===== src/rtl/cdc_fifo_sync_pkg.sv =====
// Shared defaults for the single-clock FIFO.
package cdc_fifo_sync_pkg;

    localparam int unsigned DefaultDataWidth = 8;
    localparam int unsigned DefaultAddrSize  = 4;

endpackage


===== src/rtl/cdc_fifo_sync_mem.sv =====
// Simple dual-port storage: synchronous write port, asynchronous read port, no reset.
module cdc_fifo_sync_mem #(
    parameter int unsigned DATA_WIDTH = 8,
    parameter int unsigned ADDR_SIZE  = 4
) (
    input  logic                  clk,
    input  logic                  we,
    input  logic [ADDR_SIZE-1:0]  waddr,
    input  logic [DATA_WIDTH-1:0] wdata,
    input  logic [ADDR_SIZE-1:0]  raddr,
    output logic [DATA_WIDTH-1:0] rdata
);

    localparam int unsigned DEPTH = 2 ** ADDR_SIZE;

    logic [DATA_WIDTH-1:0] mem [DEPTH];

    // Store the write word on an accepted write.
    always_ff @(posedge clk) begin
        if (we) begin
            mem[waddr] <= wdata;
        end
    end

    assign rdata = mem[raddr];

endmodule


===== src/rtl/cdc_fifo_sync.sv =====
// Single-clock FWFT FIFO with registered full / almost-full / empty flags.
module cdc_fifo_sync
    import cdc_fifo_sync_pkg::*;
#(
    parameter int unsigned DATA_WIDTH = DefaultDataWidth,
    parameter int unsigned ADDR_SIZE  = DefaultAddrSize
) (
    input  logic                  clk,
    input  logic                  rst_n,
    input  logic                  w_inc,
    input  logic [DATA_WIDTH-1:0] w_data,
    output logic                  w_almost_full,
    output logic                  w_full,
    input  logic                  r_inc,
    output logic                  r_empty,
    output logic [DATA_WIDTH-1:0] r_data
);

    localparam int unsigned DEPTH = 2 ** ADDR_SIZE;
    localparam logic [ADDR_SIZE:0] AfullLevel = (ADDR_SIZE + 1)'(DEPTH - 1);

    logic [ADDR_SIZE:0] wptr_q, wptr_d;
    logic [ADDR_SIZE:0] rptr_q, rptr_d;
    logic [ADDR_SIZE:0] occ_d;
    logic               full_q, full_d;
    logic               afull_q, afull_d;
    logic               empty_q, empty_d;
    logic               w_accept, r_accept;

    // Gate requests with the registered flags, then derive next pointers and flags.
    always_comb begin
        w_accept = w_inc & ~full_q;
        r_accept = r_inc & ~empty_q;
        wptr_d   = wptr_q + (ADDR_SIZE + 1)'(w_accept);
        rptr_d   = rptr_q + (ADDR_SIZE + 1)'(r_accept);
        // Pointer difference is occupancy; the wrap bit makes DEPTH distinguishable from 0.
        occ_d    = wptr_d - rptr_d;
        full_d   = (wptr_d == {~rptr_d[ADDR_SIZE], rptr_d[ADDR_SIZE-1:0]});
        empty_d  = (wptr_d == rptr_d);
        afull_d  = (occ_d >= AfullLevel);
    end

    // Pointer and flag registers with synchronous active-low reset.
    always_ff @(posedge clk) begin
        if (!rst_n) begin
            wptr_q  <= '0;
            rptr_q  <= '0;
            full_q  <= 1'b0;
            afull_q <= 1'b0;
            empty_q <= 1'b1;
        end else begin
            wptr_q  <= wptr_d;
            rptr_q  <= rptr_d;
            full_q  <= full_d;
            afull_q <= afull_d;
            empty_q <= empty_d;
        end
    end

    assign w_full        = full_q;
    assign w_almost_full = afull_q;
    assign r_empty       = empty_q;

    cdc_fifo_sync_mem #(
        .DATA_WIDTH (DATA_WIDTH),
        .ADDR_SIZE  (ADDR_SIZE)
    ) u_mem (
        .clk   (clk),
        .we    (w_accept),
        .waddr (wptr_q[ADDR_SIZE-1:0]),
        .wdata (w_data),
        .raddr (rptr_q[ADDR_SIZE-1:0]),
        .rdata (r_data)
    );

endmodule


===== config.mk =====
export PLATFORM = sky130hd
export DESIGN_NAME = cdc_fifo_sync
export DESIGN_NICKNAME = d
export VERILOG_FILES = /design/src/rtl/cdc_fifo_sync_pkg.sv /design/src/rtl/cdc_fifo_sync_mem.sv /design/src/rtl/cdc_fifo_sync.sv
export SDC_FILE = /design/constraint.sdc
export NUM_CORES = 1
export LEC_CHECK = 0
export CORE_UTILIZATION = 50
export CTS_BUF_LIST = sky130_fd_sc_hd__clkbuf_8
export DETAILED_ROUTE_END_ITERATION = 8
export MAX_ROUTING_LAYER = met4
export PLACE_DENSITY = 0.79
export SYNTH_ARGS = -nofsm -noshare
export SYNTH_HDL_FRONTEND = slang
export SYNTH_SLANG_ARGS = --single-unit

===== constraint.sdc =====
create_clock -name clk -period 3.9 [get_ports clk]
set_input_delay 1.17 -clock clk [delete_from_list [all_inputs] [get_ports clk]]
set_output_delay 1.17 -clock clk [all_outputs]
set_load 0.01 [all_outputs]

==> impl_metrics.toml, run 1 <==
[status]
outcome = "completed"

[route]
first_pass_iters = 5
vias = 2981
drtAntennaViolNets = 0
remaining_drc_errors = 0
finalWirelength_um = 10230
initialDrtViolationCount = 231
vias_per_cell = 5.755
avgRoutedWirePerCell_um = 19.75

[yosys]
yosysTopAreaCellShare = 0.6672
syn_area_um2 = 5761
synth_top_family_by_area = "multiplexers"
synth-adder-area-share = 0.008688
synth_compound_area_frac = 0.02215
synthTopCellsByArea = "sky130_fd_sc_hd__edfxtp_1, sky130_fd_sc_hd__mux4_2, sky130_fd_sc_hd__dfxtp_1, sky130_fd_sc_hd__nor2_1, sky130_fd_sc_hd__xnor2_1"
yosysWarnings = 0
syn-num-nets = 321
netlist.top_cell.by_area = "sky130_fd_sc_hd__edfxtp_1"
synth.avg_cell_area_um2 = 18.89
yosys_register_bits = 141
synth_simple_gate_area_frac = 0.06082
synth_xor_xnor_area_share = 0.02215
synthMuxAreaShare = 0.1581
gate_count_post_synth = 305
synth_cell_types = 41
yosysSeqAreaShare = 0.7124

[setup_path]
worstPathMaxFanout = 10
worst_path_most_repeated_cell = "sky130_fd_sc_hd__mux4_2"
rr_worst_depth = 11
critical-path-max-stage-delay_ns = 0.52
data_arrival_time_of_the_critical_path_ns = 2.62
endpoint_kind = "primary output"
crit-reg2reg-capture = "w_almost_full$_SDFF_PN0_"
critical_path_s_slowest_cell = "sky130_fd_sc_hd__mux4_2"
critical_path_required_ns = 2.73
cp_top_family = "multiplexers"
reg2reg_start = "rptr_q[0]$_SDFF_PN0_"
crit_buf_inv = 2
timing.reg2reg.setup_slack_ns = 1.00
worstSetupPathType = "flip-flop to primary output"
timing.critical_path.from_type = "flip-flop"
timing.critical_path.cells = "buf_6, mux4_2, mux4_2, clkdlybuf4s50_1"

[timing]
worst_pin_slew_ns = 0.8716
finalSetupTns_ns = 0
final.min_clock_period_ns = 3.789
setup_violations = 0
timing.max_slew.rel_slack = 0.4147
post-route-period-util = 0.9715
rsz0062_at_grt = "no"
worst_hold_slack_ns = 0.5515
final-hold-violation-count = 0
slew_violations = 0
fin_skew_ns = 0.007916
fmaxAchievable_ghz = 0.2639

[finish]
nets = 381
layout.cells.most_common = "sky130_fd_sc_hd__edfxtp_1"
mostFrequentLayoutCells = "sky130_fd_sc_hd__edfxtp_1, sky130_fd_sc_hd__mux4_2, sky130_fd_sc_hd__buf_4"
number_of_fill_cells = 783
design_area_um2 = 6725
flow.area_growth_from_synthesis_pct = 16.75
antennaDiodeCount = 0
post_route_cells_drive_above_1_share = 0.2831

[power_and_ir_drop]
ir_drop_mv = 0.2845
pwr-share-comb = 0.129
p_seq_frac = 0.531
power_per_cell_area_nw_per_um2 = 474.1
power.total_mw = 3.188
power.net_switching_mw = 0.7719
power_report.internal_total_mw = 2.416
power_leakage_nw = 2.187
switching_fraction_of_total_power = 0.2421
clockPowerShare = 0.340

[floorplanning]
core-area_um2 = 11030
design.die.area_um2 = 11950
start_util = 0.5222
fp.dieW_um = 109.3
ios = 23
fp-row-count = 38
chipHeight_um = 109.3

[placed_design]
hpwlAfterDp_um = 6824
port_buffers = 22
replace_congestion = 0.8784
postPlaceCellArea_um2 = 6294

[clock_tree]
cts.hold.buffers_added = 0
cts_tree = "built"
max_clock_buf_depth = 2
cts.root.buffer_cell = "sky130_fd_sc_hd__clkbuf_8"
htreeDepth = 4
tritoncts.num_buffers = 17
cts.clk_slew.worst_paths_ns = 0.08
clk-insertion-delay-late_ns = 0.44
tritoncts_sinks = 141

[worst_hold_path]
whs_path_depth = 2
timing.hold.worst_endpoint = "rptr_q[2]$_SDFF_PN0_"
timing.hold.worst.start = "rptr_q[2]$_SDFF_PN0_"
hold_class = "flip-flop to flip-flop"

[grt]
global_route.overflow_total = 0
pin_count_of_the_biggest_net_entering_global_routing = 33
grt_usage = 0.1982
first_global_vias = 3019
antenna_found_initial = 0
grt_first_pass_wirelength_um = 16250

[job]
max_cap_viol_count = 0
==> kinds of logic after synthesis <==
| kind of cell | after synthesis |
|---|---|
| compound gates | 19 |
| xor+xnor | 13 |
| fa+ha+maj | 4 |
| buf+inv | 20 |
| flops | 141 |
| mux | 41 |
| simple gates | 67 |
==> cells in the mapped netlist (all sizes together) <==
cell,count
o21ai,5
edfxtp,128
and3,2
a31oi,2
xnor3,1
mux4,40
dfxtp,13
o22ai,1
or3b,1
nor2,25
or3,1
nand3b,3
nand2,5
xor2,4
nand4b,2
inv,6
nand2b,3
a21oi,3
o32ai,1
nor3,8
a221o,1
nor4bb,1
a22o,1
ha,4
o32a,1
buf,11
and3b,1
a21o,1
nand3,6
mux2i,1
xnor2,8
clkbuf,2
clkinv,1
and2,3
o211ai,1
o221ai,1
o31ai,1
nor2b,6
==> worst max-delay path by stage <==
stage                    startpoint                        to  slack (ns)  depth (start not counted)
6_report       rptr_q[0]$_SDFF_PN0_                 r_data[0]        0.11                          4
5_1_grt        rptr_q[0]$_SDFF_PN0_                 r_data[0]       0.008                          4
4_1_cts        rptr_q[0]$_SDFF_PN0_                 r_data[4]        0.02                          4
3_5_place_dp                  w_inc  w_almost_full$_SDFF_PN0_       -0.15                         13
3_3_place_gp                  w_inc  w_almost_full$_SDFF_PN0_     -0.0006                         13
2_1_floorplan                 w_inc  w_almost_full$_SDFF_PN0_        0.26                         12
==> through the flow <==
stage,utilization,cells,setup WS (ns)
global route,0.6097,518,0.007631
CTS,0.6049,511,0.01611
floorplan,-,305,0.2632
global placement,0.5706,479,-0.0006426
detailed placement,0.5706,479,-0.1493
finish,0.6097,518,0.1113
==> cell type report <==
class                           count  area (µm²)  area share
Sequential cell                   141        4108      0.6108
Multi-Input combinational cell    144        1567      0.2329
Timing Repair Buffer               54       476.7     0.07088
Clock buffer                       17       234.0     0.03479
Tap cell                          140       175.2     0.02605
Clock inverter                     15       138.9     0.02065
Inverter                            7       26.28    0.003907
==> routing by layer <==
metal	global-route usage	routed length, µm	vias to the layer above
li1	-	-	1355
met1	0.2672	4490	1488
met2	0.2871	4884	119
met3	0.05809	673	19
met4	0.07810	180	0
met5	-	0	-
==> power by group through the flow <==
stage / combinational (mW) / sequential [mW] / clock (mW)
2_1_floorplan: 0.243 / 1.72 / 0
3_3_place_gp: 0.377 / 1.73 / 0
3_5_place_dp: 0.386 / 1.73 / 0
4_1_cts: 0.392 / 1.70 / 1.10
5_1_grt: 0.442 / 1.70 / 1.16
6_report: 0.411 / 1.69 / 1.08
==> state kept, by name, summed over array words and instances (netlist names) <==
signal	count
w_full	1
u_mem.mem	128
w_almost_full	1
r_empty	1
rptr_q	5
wptr_q	5
==> worst register-to-register path: stages, from the launching register on <==
cell and delay [ns]:
sky130_fd_sc_hd__dfxtp_4 0.41, sky130_fd_sc_hd__buf_4 0.19, sky130_fd_sc_hd__and3b_1 0.21, sky130_fd_sc_hd__xnor2_1 0.30
sky130_fd_sc_hd__xnor2_1 0.18, sky130_fd_sc_hd__ha_1 0.27, sky130_fd_sc_hd__nor2_1 0.07, sky130_fd_sc_hd__o31ai_1 0.25
sky130_fd_sc_hd__a21oi_1 0.12, sky130_fd_sc_hd__o32a_1 0.37, sky130_fd_sc_hd__or3_1 0.31, sky130_fd_sc_hd__a31oi_1 0.16
==> timing repair <==
item,in CTS,in global routing
endpoints found under the setup margin,8,6
resized for setup,2,0
buffers inserted,0,7
endpoints found under the hold margin,0,0
(Power assumes the default switching activity.)
==> run 2: changes to the inputs <==
--- a/config.mk
+++ b/config.mk
@@ -6,7 +6,6 @@
 export NUM_CORES = 1
 export LEC_CHECK = 0
 export CORE_UTILIZATION = 50
-export CTS_BUF_LIST = sky130_fd_sc_hd__clkbuf_8
 export DETAILED_ROUTE_END_ITERATION = 8
 export MAX_ROUTING_LAYER = met4
 export PLACE_DENSITY = 0.79
==> run 2 against run 1 <==
Utilization up 1.7 points. First-iteration DRC count increased by 27%. Clock power grew 40%. Critical endpoint is now r_data[3]. Maximum frequency grew 0.73%. Final area grew 2.7%. Setup slack gained 0.028 ns. Critical path type unchanged. Via count is 3.0% higher. Sequential power about the same. Clock-buffer cell count stayed put. Hold slack worse by 0.015 ns.
==> impl_metrics.toml, run 2 (synthesis results as in run 1) <==
[timing]
fin_skew_ns = 0.006513
post-route-period-util = 0.9644
timing.max_slew.rel_slack = 0.4305
fmaxAchievable_ghz = 0.2659
worst_pin_slew_ns = 0.8482
setup_violations = 0
final-hold-violation-count = 0
slew_violations = 0
setup_ws_final_ns = 0.1388
final.min_clock_period_ns = 3.761
rsz0062_at_grt = "no"
finalSetupTns_ns = 0

[grt]
grtUsageMet2 = 0.3059
global_route.overflow_total = 0
antenna_found_initial = 0
pin_count_of_the_biggest_net_entering_global_routing = 33
grt_first_pass_wirelength_um = 16990
first_global_vias = 3040
groute.layer.met1.usage = 0.2870
groute.layer.met3.usage = 0.05572
grt_usage = 0.2120
grt_busiest_layer = "met2"

[power_and_ir_drop]
power.total_mw = 3.621
power.net_switching_mw = 0.8314
power_per_cell_area_nw_per_um2 = 524.1
switching_fraction_of_total_power = 0.2296
ir_drop_mv = 0.3280
p_seq_frac = 0.468
power_report.internal_total_mw = 2.790
power_leakage_nw = 2.269
clockPowerShare = 0.418
pwr-share-comb = 0.114

[route]
vias_per_cell = 5.938
remaining_drc_errors = 0
drtAntennaViolNets = 0
finalWirelength_um = 10790
vias = 3070
initialDrtViolationCount = 294
avgRoutedWirePerCell_um = 20.87
first_pass_iters = 6

[finish]
mostFrequentLayoutCells = "sky130_fd_sc_hd__edfxtp_1, sky130_fd_sc_hd__mux4_2, sky130_fd_sc_hd__buf_4"
layout.cells.most_common = "sky130_fd_sc_hd__edfxtp_1"
flip_flop_count_of_the_largest_register_all_copies_and_words_added = 128
nets = 380
register_containing_the_most_flip_flops_in_the_final_layout = "u_mem.mem"
antennaDiodeCount = 0
flow.area_growth_from_synthesis_pct = 19.94
instances_no_fill = 517
final_core_util = 0.6264
post_route_cells_drive_above_1_share = 0.2812
reg_top3 = "u_mem.mem (128), rptr_q (5), wptr_q (5)"

[job]
max_cap_viol_count = 0

[placed_design]
place.detailed.instances = 479
hpwlAfterDp_um = 6824
replace_congestion = 0.8784
detailedPlace.worstSlack_ns = -0.1493
port_buffers = 22

[status]
outcome = "completed"

[floorplanning]
core-area_um2 = 11030
fp.dieW_um = 109.3
design.die.area_um2 = 11950
fp-row-count = 38
start_util = 0.5222
ios = 23
chipHeight_um = 109.3

[worst_hold_path]
hold_class = "flip-flop to flip-flop"

[clock_tree]
cts.clk_slew.worst_paths_ns = 0.06
tritoncts_sinks = 141
cts.hold.buffers_added = 0
clk-insertion-delay-late_ns = 0.42
htreeDepth = 4
cts_tree = "built"
tritoncts.num_buffers = 17
max_clock_buf_depth = 2
cts.root.buffer_cell = "sky130_fd_sc_hd__clkbuf_16"

[setup_path]
worstPathMaxFanout = 9
timing.critical_path.from_type = "flip-flop"
endpoint_kind = "primary output"
critical_path_required_ns = 2.73
data_arrival_time_of_the_critical_path_ns = 2.59
worstSetupPathType = "flip-flop to primary output"
==> run 2: per-layer routing <==
metal  part of all wire  up-vias
li1                   -     1351
met4              0.014        0
met5                  0        -
met3              0.071       14
met2               0.48      143
met1               0.43     1562
==> run 2: timing repair <==
| item | CTS | global route |
|---|---|---|
| resized for setup | 2 | 0 |
| endpoints found under the setup margin | 8 | 3 |
| buffers inserted | 0 | 6 |
==> run 2: final timing paths <==
check / cells past startpoint / slack (ns) / from / endpoint
max: 4 / 0.14 / rptr_q[0]$_SDFF_PN0_ / r_data[3]
min: 2 / 0.54 / rptr_q[2]$_SDFF_PN0_ / rptr_q[2]$_SDFF_PN0_
max reg2reg: 11 / 1.04 / rptr_q[0]$_SDFF_PN0_ / w_almost_full$_SDFF_PN0_
min reg2reg: 2 / 0.54 / rptr_q[2]$_SDFF_PN0_ / rptr_q[2]$_SDFF_PN0_
==> run 2: power by group through the flow <==
stage / Sequential [mW] / Combinational [mW] / Clock [mW]
final: 1.70 / 0.411 / 1.51
after global routing: 1.70 / 0.442 / 1.60
after CTS: 1.70 / 0.394 / 1.53
after detailed placement: 1.73 / 0.386 / 0
after global placement: 1.73 / 0.377 / 0
after floorplan: 1.72 / 0.243 / 0
==> run 2: cell type report <==
class / instances / area (µm²)
well taps: 140 / 175.2
clock inverters: 15 / 138.9
multi-input cells: 144 / 1567
flip-flops and latches: 141 / 4108
clock buffers: 17 / 425.4
repair buffers: 53 / 469.2
fillers: 742 / 4121
inverters: 7 / 26.28
==> run 2: through the flow <==
stage                     instance area [µm²]  hold WS, ns
after floorplan                          5761       0.4580
after global placement                   6294       0.4759
after CTS                                6864       0.5373
after global routing                     6909       0.5799
after detailed placement                 6294       0.5066
final                                    6909       0.5363
==> run 2: critical path, stage by stage (launching register included) <==
cell and delay, ns:
sky130_fd_sc_hd__dfxtp_4 0.44, sky130_fd_sc_hd__buf_6 0.21, sky130_fd_sc_hd__mux4_2 0.55, sky130_fd_sc_hd__mux4_2 0.48
sky130_fd_sc_hd__clkdlybuf4s50_1 0.49
